**src/rtl/contrast_gain_pipe.sv**
```systemverilog
// contrast_gain_pipe: per-pixel linear contrast/brightness stage.
//   out = clamp(round(in * gain) + offset), applied to every channel of a
//   packed pixel. Three-stage valid/ready pipeline; all stages move together.
// Optional build macro: CONTRAST_SAT_STATS_EN adds a per-frame clamp counter
//   and the sat_count output.
// Ports:
//   clk, rst_n            pixel clock, asynchronous active-low reset
//   cfg_enable            1 = adjust, 0 = bypass
//   cfg_gain              gain, UQ(GAIN_W-FRAC_W).FRAC_W
//   cfg_offset            signed offset
//   s_valid/s_ready       input handshake (s_ready is combinational)
//   s_data, s_sof, s_eol  input pixel and sideband
//   m_valid/m_ready       output handshake
//   m_data, m_sof, m_eol  adjusted pixel and sideband
//   sat_count             (optional) clamp total of the previous frame
module contrast_gain_pipe #(
   parameter int unsigned DATA_W = 8,
   parameter int unsigned CH     = 3,
   parameter int unsigned GAIN_W = 8,
   parameter int unsigned FRAC_W = 4,
   parameter int unsigned OFFS_W = 9
) (
   input  logic                   clk,
   input  logic                   rst_n,
   input  logic                   cfg_enable,
   input  logic [GAIN_W-1:0]      cfg_gain,
   input  logic [OFFS_W-1:0]      cfg_offset,
   input  logic                   s_valid,
   output logic                   s_ready,
   input  logic [CH*DATA_W-1:0]   s_data,
   input  logic                   s_sof,
   input  logic                   s_eol,
   output logic                   m_valid,
   input  logic                   m_ready,
   output logic [CH*DATA_W-1:0]   m_data,
   output logic                   m_sof,
   output logic                   m_eol
`ifdef CONTRAST_SAT_STATS_EN
   ,
   output logic [31:0]            sat_count
`endif
);

   localparam int unsigned PW    = DATA_W + GAIN_W;
   localparam int unsigned SW    = DATA_W + GAIN_W + 2;
   localparam int unsigned PIX_W = CH * DATA_W;
   localparam logic [GAIN_W-1:0] GAIN_ONE = GAIN_W'(1) << FRAC_W;
   // Half an LSB of the fractional part; zero when there are no fraction bits.
   localparam logic [SW-1:0] RND  = (SW'(1) << FRAC_W) >> 1;
   localparam logic [SW-1:0] MAXV = {{(SW-DATA_W){1'b0}}, {DATA_W{1'b1}}};

   logic advance;
   logic accept;
   logic load_cfg;

   // Whole pipeline moves only when the output slot is free or being drained.
   assign advance  = !m_valid || m_ready;
   assign s_ready  = advance;
   assign accept   = s_valid && advance;
   assign load_cfg = accept && s_sof;

   // Active (shadow) coefficients, captured on an accepted start-of-frame beat.
   logic              act_en;
   logic [GAIN_W-1:0] act_gain;
   logic [OFFS_W-1:0] act_offs;

   always_ff @(posedge clk or negedge rst_n) begin
      if (!rst_n) begin
         act_en   <= 1'b0;
         act_gain <= GAIN_ONE;
         act_offs <= '0;
      end else if (load_cfg) begin
         act_en   <= cfg_enable;
         act_gain <= cfg_gain;
         act_offs <= cfg_offset;
      end
   end

   // The sof beat itself already uses the newly requested coefficients.
   logic              eff_en;
   logic [GAIN_W-1:0] eff_gain;
   logic [OFFS_W-1:0] eff_offs;

   assign eff_en   = load_cfg ? cfg_enable : act_en;
   assign eff_gain = load_cfg ? cfg_gain   : act_gain;
   assign eff_offs = load_cfg ? cfg_offset : act_offs;

   // S1: multiply; coefficients travel with the beat.
   logic                  s1_valid, s1_sof, s1_eol, s1_en;
   logic [PIX_W-1:0]      s1_data;
   logic [OFFS_W-1:0]     s1_offs;
   logic [CH-1:0][PW-1:0] s1_prod;

   always_ff @(posedge clk or negedge rst_n) begin
      if (!rst_n) begin
         s1_valid <= 1'b0;
         s1_sof   <= 1'b0;
         s1_eol   <= 1'b0;
         s1_en    <= 1'b0;
         s1_data  <= '0;
         s1_offs  <= '0;
         s1_prod  <= '0;
      end else if (advance) begin
         s1_valid <= s_valid;
         s1_sof   <= s_valid && s_sof;
         s1_eol   <= s_valid && s_eol;
         s1_en    <= eff_en;
         s1_data  <= s_data;
         s1_offs  <= eff_offs;
         for (int c = 0; c < CH; c++)
            s1_prod[c] <= PW'(s_data[c*DATA_W +: DATA_W]) * PW'(eff_gain);
      end
   end

   // S2 arithmetic: round half up, drop fraction, add sign-extended offset.
   logic [CH-1:0][SW-1:0] sum_c;
   logic [SW-1:0]         offs_ext_c;

   assign offs_ext_c = {{(SW-OFFS_W){s1_offs[OFFS_W-1]}}, s1_offs};

   always_comb begin
      sum_c = '0;
      for (int c = 0; c < CH; c++)
         sum_c[c] = ((SW'(s1_prod[c]) + RND) >> FRAC_W) + offs_ext_c;
   end

   logic                  s2_valid, s2_sof, s2_eol, s2_en;
   logic [PIX_W-1:0]      s2_data;
   logic [CH-1:0][SW-1:0] s2_sum;

   always_ff @(posedge clk or negedge rst_n) begin
      if (!rst_n) begin
         s2_valid <= 1'b0;
         s2_sof   <= 1'b0;
         s2_eol   <= 1'b0;
         s2_en    <= 1'b0;
         s2_data  <= '0;
         s2_sum   <= '0;
      end else if (advance) begin
         s2_valid <= s1_valid;
         s2_sof   <= s1_sof;
         s2_eol   <= s1_eol;
         s2_en    <= s1_en;
         s2_data  <= s1_data;
         s2_sum   <= sum_c;
      end
   end

   // S3 clamp (sum is two's complement in SW bits); bypass passes input through.
   logic [PIX_W-1:0] out_c;

   always_comb begin
      out_c = s2_data;
      if (s2_en) begin
         for (int c = 0; c < CH; c++) begin
            if (s2_sum[c][SW-1])
               out_c[c*DATA_W +: DATA_W] = '0;
            else if (s2_sum[c] > MAXV)
               out_c[c*DATA_W +: DATA_W] = '1;
            else
               out_c[c*DATA_W +: DATA_W] = s2_sum[c][DATA_W-1:0];
         end
      end
   end

   always_ff @(posedge clk or negedge rst_n) begin
      if (!rst_n) begin
         m_valid <= 1'b0;
         m_sof   <= 1'b0;
         m_eol   <= 1'b0;
         m_data  <= '0;
      end else if (advance) begin
         m_valid <= s2_valid;
         m_sof   <= s2_sof;
         m_eol   <= s2_eol;
         m_data  <= out_c;
      end
   end

`ifdef CONTRAST_SAT_STATS_EN
   localparam int unsigned CNT_W = $clog2(CH + 1);

   logic [CNT_W-1:0] nsat_c;
   logic [CNT_W-1:0] m_nsat;
   logic [31:0]      frame_cnt;

   // Number of channels clamped (either direction) in the beat entering S3.
   always_comb begin
      nsat_c = '0;
      if (s2_en) begin
         for (int c = 0; c < CH; c++)
            if (s2_sum[c][SW-1] || (s2_sum[c] > MAXV))
               nsat_c = nsat_c + CNT_W'(1);
      end
   end

   always_ff @(posedge clk or negedge rst_n) begin
      if (!rst_n)
         m_nsat <= '0;
      else if (advance)
         m_nsat <= s2_valid ? nsat_c : '0;
   end

   // Frame counter restarts on the output sof beat; total of the frame before it is latched.
   always_ff @(posedge clk or negedge rst_n) begin
      if (!rst_n) begin
         frame_cnt <= '0;
         sat_count <= '0;
      end else if (m_valid && m_ready) begin
         if (m_sof) begin
            sat_count <= frame_cnt;
            frame_cnt <= 32'(m_nsat);
         end else begin
            frame_cnt <= frame_cnt + 32'(m_nsat);
         end
      end
   end
`endif

endmodule

```
**config.mk**
```make
export PLATFORM = sky130hd
export DESIGN_NAME = contrast_gain_pipe
export DESIGN_NICKNAME = d
export VERILOG_FILES = /design/src/rtl/contrast_gain_pipe.sv
export SDC_FILE = /design/constraint.sdc
export NUM_CORES = 1
export LEC_CHECK = 0
export CORE_UTILIZATION = 45
export DETAILED_ROUTE_END_ITERATION = 7
export SETUP_SLACK_MARGIN = 0.15
export SYNTH_ARGS = -nofsm -noshare
export SYNTH_HDL_FRONTEND = slang
export SYNTH_SLANG_ARGS = --single-unit
```
**constraint.sdc**
```tcl
create_clock -name clk -period 7.1 [get_ports clk]
set_input_delay 1.42 -clock clk [delete_from_list [all_inputs] [get_ports clk]]
set_output_delay 1.42 -clock clk [all_outputs]
set_load 0.02 [all_outputs]
```
## Yosys cells after proc, flatten, opt, wreduce, memory -nomap -nowiden

Index checks and enable logic that the tools add are counted.

| word-level totals | value |
|---|---|
| register bits after elaboration | 212 |
| latch bits | 0 |
| RAM bits | 0 |
| bits in read-only memories | 0 |
| input port bits | 48 |
| output and inout bits | 28 |
| logic and storage cells | 52 |
| memories | 0 |

| operators by class | value |
|---|---|
| add/subtract/negate cells | 6 |
| $mul | 3 |
| divide/modulo/power cells | 0 |
| $lt $le $gt $ge | 3 |
| equality and inequality tests | 0 |
| shift-type cells | 0 |
| muxes and demuxes | 10 |
| bitwise operators | 0 |
| reduce and logical (&&, ||, !) cells | 6 |

Operators with widths:

| kind | count |
|---|---|
| $mux W8 | 7 |
| $gt A18 B8 Y1 const B | 3 |
| $add A16 B4 Y17 const B | 3 |
| $mul A8 B8 Y16 | 3 |
| $add A14 B9 Y15 | 3 |
| $mux W24 | 1 |
| $mux W9 | 1 |
| $logic_and A1 B1 Y1 | 4 |
| $logic_not A1 Y1 | 1 |
| $logic_or A1 B1 Y1 | 1 |
| $mux W1 | 1 |

## Longest topological paths before layout

Gate-level depths: netlist (run 1).

| logic depth | value |
|---|---|
| word-level depth | 6 |
| gate-level depth with buffers | 22 |
| mapped depth without buffers | 20 |

## Worst setup path after synthesis (run 1)

No wires, ideal clock.

| path | value |
|---|---|
| kind | input -> register |
| start point | in m_ready |
| end point | reg s1_prod[47] (netlist bit) |
| setup time | 137 ps |
| data arrival time | 6,126 ps |
| required time | 6,963 ps |
| path slack | 837 ps |
| cell stages on the path | 20 |
| buffers on the path | 2 |
| cell sequence | nor2b_2 > inv_1 > and3_1 > buf_2 > mux2_2 > clkbuf_1 > and2_1 > fa_1 > fa_1 > fa_1 > inv_1 > fa_1 > inv_1 > ha_1 > o21a_1 > o31ai_1 > a21oi_1 > a221oi_2 > xnor2_1 > a21oi_1 |

| on the way | value |
|---|---|
| word-level cells in the longest chain between the ends | 5 |

Ends and longest elaborated chain:

| element | line | RTL |
|---|---|---|
| start, declared | 34 | `input logic m_ready,` |
| $logic_or A1 B1 Y1 * | 57 | `assign advance = !m_valid \|\| m_ready;` |
| $logic_and A1 B1 Y1 | 59 | `assign accept = s_valid && advance;` |
| $logic_and A1 B1 Y1 | 60 | `assign load_cfg = accept && s_sof;` |
| $mux W8 | n/a |  |
| $mul A8 B8 Y16 | 111 | `s1_prod[c] <= PW'(s_data[c*DATA_W +: DATA_W]) * PW'(eff_gain);` |
| end signal, assigned by index | 111 |  |
| end, declared | 92 | `logic [CH-1:0][PW-1:0] s1_prod;` |

Mark *: on every way between the ends. The rest lies on a longest branch, timed or not.
A chain may end at the register's enable or synchronous reset.

## Worst setup path after layout (run 1)

| path | value |
|---|---|
| start point | in m_ready |
| end point | reg s1_prod[28] (netlist bit) |

The elaborated chain is that of the path after synthesis.

==> out/results.ini, run 1 <==
[outcome]
status = finished clean

[layout]
fin_nets = 2201
fillers = 3313
final_cell_mix = nand2_1, dfrtp_1, inv_1, nor2_1, ha_1
final_core_util_pct = 52.0
diodes = 0
area_delta_synth_final_pct = 12.5
drive_gt1_share_pct = 6.08
final_common_cell = nand2_1

[clocking]
cts_hold_buf = 0
cts-htree-levels = 4
postCtsResizedCells = 0
clkLatencyLatePin_ps = 450
cts_made_buffers = 17
cts.sinks = 194
cts_buffer_depth = 2
postCtsSetupBuffers = 0
path_clk_slew_ps = 70
clockRootBuffer = clkbuf_16
cts_tree = yes

[worst_setup_path]
start_kind = primary input
ff2ff_setup_slack_ps = 1500
cp-startpoint = m_ready
worstPathCellList = clkdlybuf4s50_1 > nor2b_4 > inv_6 > and3_1 > buf_12 > mux2_2 > buf_4 > and2_1 > fa_1 > fa_1 > fa_1 > inv_1 > fa_1 > inv_1 > ha_1 > o311ai_0 > o221ai_1 > xnor2_1 > a21oi_1
timing.critical_path.mode_cell = fa_1
reg2regPathDepth = 18
cp.depth = 19
crit_family = adder cells
path_buf_inv = 6
crit_path_max_incr_delay_ps = 690
endpoint = s1_prod[28]$_DFFE_PN0N_
cp.arrival_ps = 6900
critPathRequiredTime_ps = 7390
cp_slowest_cell = o311ai_0
crit_type = primary input to flop
cp-end-kind = flop
worstReg2RegEnd = s1_prod[28]$_DFFE_PN0N_
r2r_start = m_valid$_DFFE_PN0N_
path_max_fanout = 18

[sta]
fin_crit_ps = 6620
max_freq_mhz = 151
setup_viol_count_final = 0
finClkSkew_ps = 12.7
worstMarginPinSlew_ps = 889
relSlewSlack_pct = 40.8
finalSetupTns_ps = 0
finalCritPeriodShare_pct = 93.2
rsz0062_at_grt = no
slew_violations = 0
hold_slack_ps = 463
hold_viol = 0

[synth]
ys_ff_latch = 194
postSynthCellCount = 1822
syn-num-nets = 2128
synth-edff-count = 0
synth_cell_types = 67
ys_warn_count = 0
synth_ff_type = dfrtp_1
syn-cell-area_mm2 = 0.0161
postSynthAreaPerCell_um2 = 8.86
synth-async-reset-ratio_pct = 100
synth-seq-area-share_pct = 30.1

[placed_design]
io_buffers = 75
dp_hpwl_um = 28900
gp_congestion = 0.890

[run]
cap_violations = 0

[die]
num_rows = 68
die_y_um = 191
die_area_mm2 = 0.0366
core_mm2 = 0.0349
die_x_um = 191
io_pins = 76
start_util_pct = 46.3

[global_routing]
grt_pass1_vias = 11842
grt_pass1_wl_um = 62800
use_met3_pct = 2.86
grtUsageMet1_pct = 32.7
grt-ovfl-total = 0
grt_max_degree = 87
met2_usage_pct = 32.7
antenna_found_initial = 0
grt_usage_pct = 21.9
busiest_layer = met2

[detailed_routing]
routed_wl_um = 37500
viasPerCell = 5.17
first_pass_iters = 5
drc_errors = 0
drtIter0Drc = 688
vias = 12208
antenna_left = 0
wl_per_cell_um = 15.9

[min_path]
min_path_type = flop to flop

## synthesized netlist by cell type, types with 8 or more instances
cell	instances	area (µm²)
o211ai_1	9	67.6
clkbuf_1	52	195
o21ai_0	56	280
nor2b_1	42	263
a211oi_1	13	97.6
ha_1	147	1840
xor2_1	31	272
mux2_2	18	203
o31ai_1	10	75.1
inv_1	169	634
o21a_1	12	90.1
mux2i_1	27	270
a21o_1	26	195
buf_2	16	80.1
a21oi_1	96	480
nand2_1	307	1150
dfrtp_1	193	4830
nor3_1	11	55.1
nand4_1	8	50.1
and2_1	113	707
and3_1	16	100
nand3_1	32	160
nor2_1	168	631
fa_1	111	2220
xnor2_1	58	508
## flip-flops by register name, indices dropped and copies added, names as in the netlist, 8 cells and up
name and count:
s2_sum 45, s1_prod 39, m_data 24, s1_data 24, s2_data 24, act_offs 9
s1_offs 9, act_gain 8
## worst reg2reg max path, stage by stage (launching register included)
cell and delay, ps:
dfrtp_1 390, nor2b_4 140, inv_6 40, and3_1 210, buf_12 160, mux2_2 520, buf_4 210, and2_1 160
fa_1 460, fa_1 500, fa_1 490, inv_1 50, fa_1 520, inv_1 40, ha_1 320, o311ai_0 690
o221ai_1 280, xnor2_1 180, a21oi_1 80
## cells by family after synthesis
group / share of synthesized area, %
xor+xnor: 4.83
fa+ha+maj: 25.2
simple gates: 20.8
buf+inv: 5.68
compound gates: 10.5
flops: 30.1
mux: 3.02
## worst min path at each step
stage | cells after the start | endpoint | slack, ps | from
3_5_place_dp | 1 | m_valid$_DFFE_PN0N_ | 450 | s2_valid$_DFFE_PN0N_
3_3_place_gp | 1 | m_valid$_DFFE_PN0N_ | 440 | s2_valid$_DFFE_PN0N_
6_report | 1 | m_valid$_DFFE_PN0N_ | 460 | s2_valid$_DFFE_PN0N_
5_1_grt | 2 | s2_data[16]$_DFFE_PN0N_ | 480 | s2_data[16]$_DFFE_PN0N_
4_1_cts | 1 | m_valid$_DFFE_PN0N_ | 470 | s2_valid$_DFFE_PN0N_
2_1_floorplan | 2 | s2_valid$_DFFE_PN0N_ | 430 | s2_valid$_DFFE_PN0N_
## per-layer routing
layer / routed length [µm] / vias to the layer above / share of wire [%]
li1: - / 6088 / -
met1: 19400 / 5919 / 52
met2: 16400 / 167 / 44
met3: 1060 / 34 / 2.8
met4: 693 / 0 / 1.8
met5: 0 / - / 0
## metrics by stage
step	worst slack, ps	area [µm²]	instances
finish	485	18200	2362
global route	283	18200	2362
CTS	483	18200	2362
detailed placement	95.5	17600	2331
global placement	109	17600	2331
floorplan	837	16100	1822
## layout make-up
| type | instances | area (µm²) | area share (%) |
|---|---|---|---|
| Inverter | 169 | 639 | 3.52 |
| Timing Repair Buffer | 124 | 1130 | 6.25 |
| Multi-Input combinational cell | 1389 | 10400 | 57.1 |
| Sequential cell | 194 | 4860 | 26.7 |
| Clock buffer | 18 | 439 | 2.42 |
| Tap cell | 455 | 569 | 3.14 |
| Clock inverter | 13 | 143 | 0.786 |
Power of run 1 is not shown: default switching activity piles up to over one toggle a cycle in this logic, so the estimate is an artifact.
==> run 2, diff against run 1 <==
--- a/config.mk
+++ b/config.mk
@@ -5,6 +5,7 @@
 export SDC_FILE = /design/constraint.sdc
 export NUM_CORES = 1
 export LEC_CHECK = 0
+export CORE_MARGIN = 2
 export CORE_UTILIZATION = 45
 export DETAILED_ROUTE_END_ITERATION = 7
 export SETUP_SLACK_MARGIN = 0.15
==> run 2 against run 1 <==
Critical path depth increased by 1; via count fell by 0.37%; design area down 0.77%; critical path type unchanged; hold slack worse by 3.8 ps; clock skew is essentially flat; worst setup slack improved by 45 ps; maximum frequency grew 0.69%; routed wire length is essentially flat; first-iteration DRC count is 15% higher; flip-flop and latch count did not move; core utilization decreased by 1.3 points; critical endpoint is now s1_prod[47]$_DFFE_PN0N_; global-route usage fell by 1.2 points.
==> out/results.ini, run 2 (same netlist as run 1, synthesis figures left out) <==
[outcome]
status = finished clean

[worst_setup_path]
cp_slowest_cell = fa_1
crit_path_max_incr_delay_ps = 560  ; -130 ps
path_buf_inv = 5  ; -1
cp-end-kind = flop
path_max_fanout = 18  ; unchanged
cp.arrival_ps = 6870  ; -30 ps
critPathRequiredTime_ps = 7400  ; about the same
start_kind = primary input
crit_family = adder cells
worstPathCellList = clkdlybuf4s50_1 > nor2b_4 > inv_6 > and3_1 > buf_12 > mux2_2 > and2_1 > fa_1 > fa_1 > fa_1 > inv_1 > fa_1 > inv_1 > ha_1 > o21a_1 > o31ai_1 > a21oi_1 > a221oi_2 > xnor2_1 > a21oi_1
timing.critical_path.mode_cell = fa_1
crit_type = primary input to flop

[global_routing]
antenna_found_initial = 2  ; +2
grt_max_degree = 128  ; +47%
grt-ovfl-total = 0  ; unchanged
grt_pass1_wl_um = 62700  ; -0.14%
grt_pass1_vias = 11808  ; -0.29%
grt_usage_pct = 20.7  ; -1.2 points

[sta]
setup_viol_count_final = 0  ; unchanged
relSlewSlack_pct = 37.7  ; -3.1 points
finClkSkew_ps = 12.3  ; -0.323 ps
worstMarginPinSlew_ps = 935  ; +46.2 ps
max_freq_mhz = 152  ; +0.69%
slew_violations = 0  ; unchanged
fin_crit_ps = 6570  ; -45.4 ps
finalCritPeriodShare_pct = 92.5  ; -0.64 points
finalSetupTns_ps = 0  ; unchanged
hold_viol = 0  ; unchanged
rsz0062_at_grt = no

[placed_design]
post-place-cells = 2313  ; -0.77%
dp_hpwl_um = 29000  ; +0.42%
placed_area_mm2 = 0.0174  ; -0.91%
io_buffers = 75  ; unchanged
gp_congestion = 0.831  ; -6.6%

[layout]
final_common_cell = nand2_1
final_cell_mix = nand2_1, dfrtp_1, inv_1, nor2_1, ha_1
fin_nets = 2177  ; -1.1%
fillers = 3345  ; +0.97%
largest_reg_flops = 45  ; unchanged
fin_area_mm2 = 0.0180  ; -0.77%
largestRegisters = s2_sum: 45 flops, s1_prod: 39 flops
top_register = s2_sum
area_delta_synth_final_pct = 11.6
drive_gt1_share_pct = 4.94  ; -1.1 points
final_core_util_pct = 50.8  ; -1.3 points
stdcell_count = 2346  ; -0.68%

[die]
die_x_um = 193  ; +1.0%
die_area_mm2 = 0.0374  ; +2.1%
die_y_um = 193  ; +1.0%
io_pins = 76  ; unchanged
start_util_pct = 45.5  ; -0.78 points
core_mm2 = 0.0355  ; +1.7%
num_rows = 69  ; +1.5%

[clocking]
cts_buffer_depth = 2  ; unchanged
cts-htree-levels = 4  ; unchanged
cts_tree = yes
clkLatencyLatePin_ps = 450  ; about the same
cts.sinks = 194  ; unchanged
cts_made_buffers = 17  ; unchanged
cts_hold_buf = 0  ; unchanged
postCtsResizedCells = 0  ; unchanged
clockRootBuffer = clkbuf_16
path_clk_slew_ps = 80  ; about the same
postCtsSetupBuffers = 0  ; unchanged

[detailed_routing]
drtIter0Drc = 792  ; +15%
antenna_left = 0  ; unchanged
viasPerCell = 5.18  ; +0.31%
first_pass_iters = 5  ; unchanged
wl_per_cell_um = 16.0  ; +0.68%
routed_wl_um = 37500  ; about the same
drc_errors = 0  ; unchanged
vias = 12163  ; -0.37%

[run]
cap_violations = 0  ; unchanged

[min_path]
min_path_type = flop to flop

[run 2: cell count changes in the layout (fill, tap and decap cells not counted), sizes merged]
cell,change
buf,-24
inv,+3
bufinv,-1
clkinv,-1
diode,+1
[run 2: metal layers]
| metal | vias to the layer above | share of wire (%) | track usage, % | routed length (µm) |
|---|---|---|---|---|
| met3 | 16 | 3.3 | 2.55 | 1230 |
| met4 | 0 | 0.93 | 4.52 | 349 |
| met1 | 5887 | 51 | 31.3 | 19200 |
| li1 | 6061 | - | - | - |
| met5 | - | 0 | 0 | 0 |
| met2 | 199 | 45 | 31.7 | 16800 |
[run 2: stage by stage]
step | hold slack [ps] | setup slack [ps]
5_1_grt | 473 | 176
3_5_place_dp | 447 | 0.225
2_1_floorplan | 430 | 837
6_report | 459 | 530
3_3_place_gp | 447 | 68.7
4_1_cts | 465 | 464
[run 2: path summary, 6_finish.rpt]
path / startpoint / slack, ps / endpoint / cells after the start
max: m_ready / 530 / s1_prod[47]$_DFFE_PN0N_ / 20
min: s2_valid$_DFFE_PN0N_ / 460 / m_valid$_DFFE_PN0N_ / 1
max reg2reg: m_valid$_DFFE_PN0N_ / 1560 / s1_prod[47]$_DFFE_PN0N_ / 19
min reg2reg: s2_valid$_DFFE_PN0N_ / 460 / m_valid$_DFFE_PN0N_ / 1
max in group asynchronous: rst_n / 4770 / m_data[3]$_DFFE_PN0N_ / 2
min in group asynchronous: rst_n / 980 / act_offs[4]$_DFF_PN0_ / 1
[run 2: worst register-to-register path, cell delays in order, from the launching register on]
cell and delay (ps):
dfrtp_1 380, nor2b_4 140, inv_6 50, and3_1 220, buf_12 160, mux2_2 500
and2_1 240, fa_1 560, fa_1 440, fa_1 540, inv_1 50, fa_1 520
inv_1 40, ha_1 330, o21a_1 200, o31ai_1 340, a21oi_1 150, a221oi_2 280
xnor2_1 150, a21oi_1 80
[run 2: cell type report]
| type | instances | area [µm²] | area share [%] |
|---|---|---|---|
| Timing Repair Buffer | 100 | 967 | 5.37 |
| Antenna cell | 1 | 2.50 | 0.0139 |
| Multi-Input combinational cell | 1389 | 10400 | 57.6 |
| Clock inverter | 14 | 160 | 0.889 |
| Tap cell | 461 | 577 | 3.20 |
| Sequential cell | 194 | 4860 | 27.0 |
| Inverter | 169 | 639 | 3.55 |
| Clock buffer | 18 | 439 | 2.44 |
Power of run 2 is left out for the same reason.
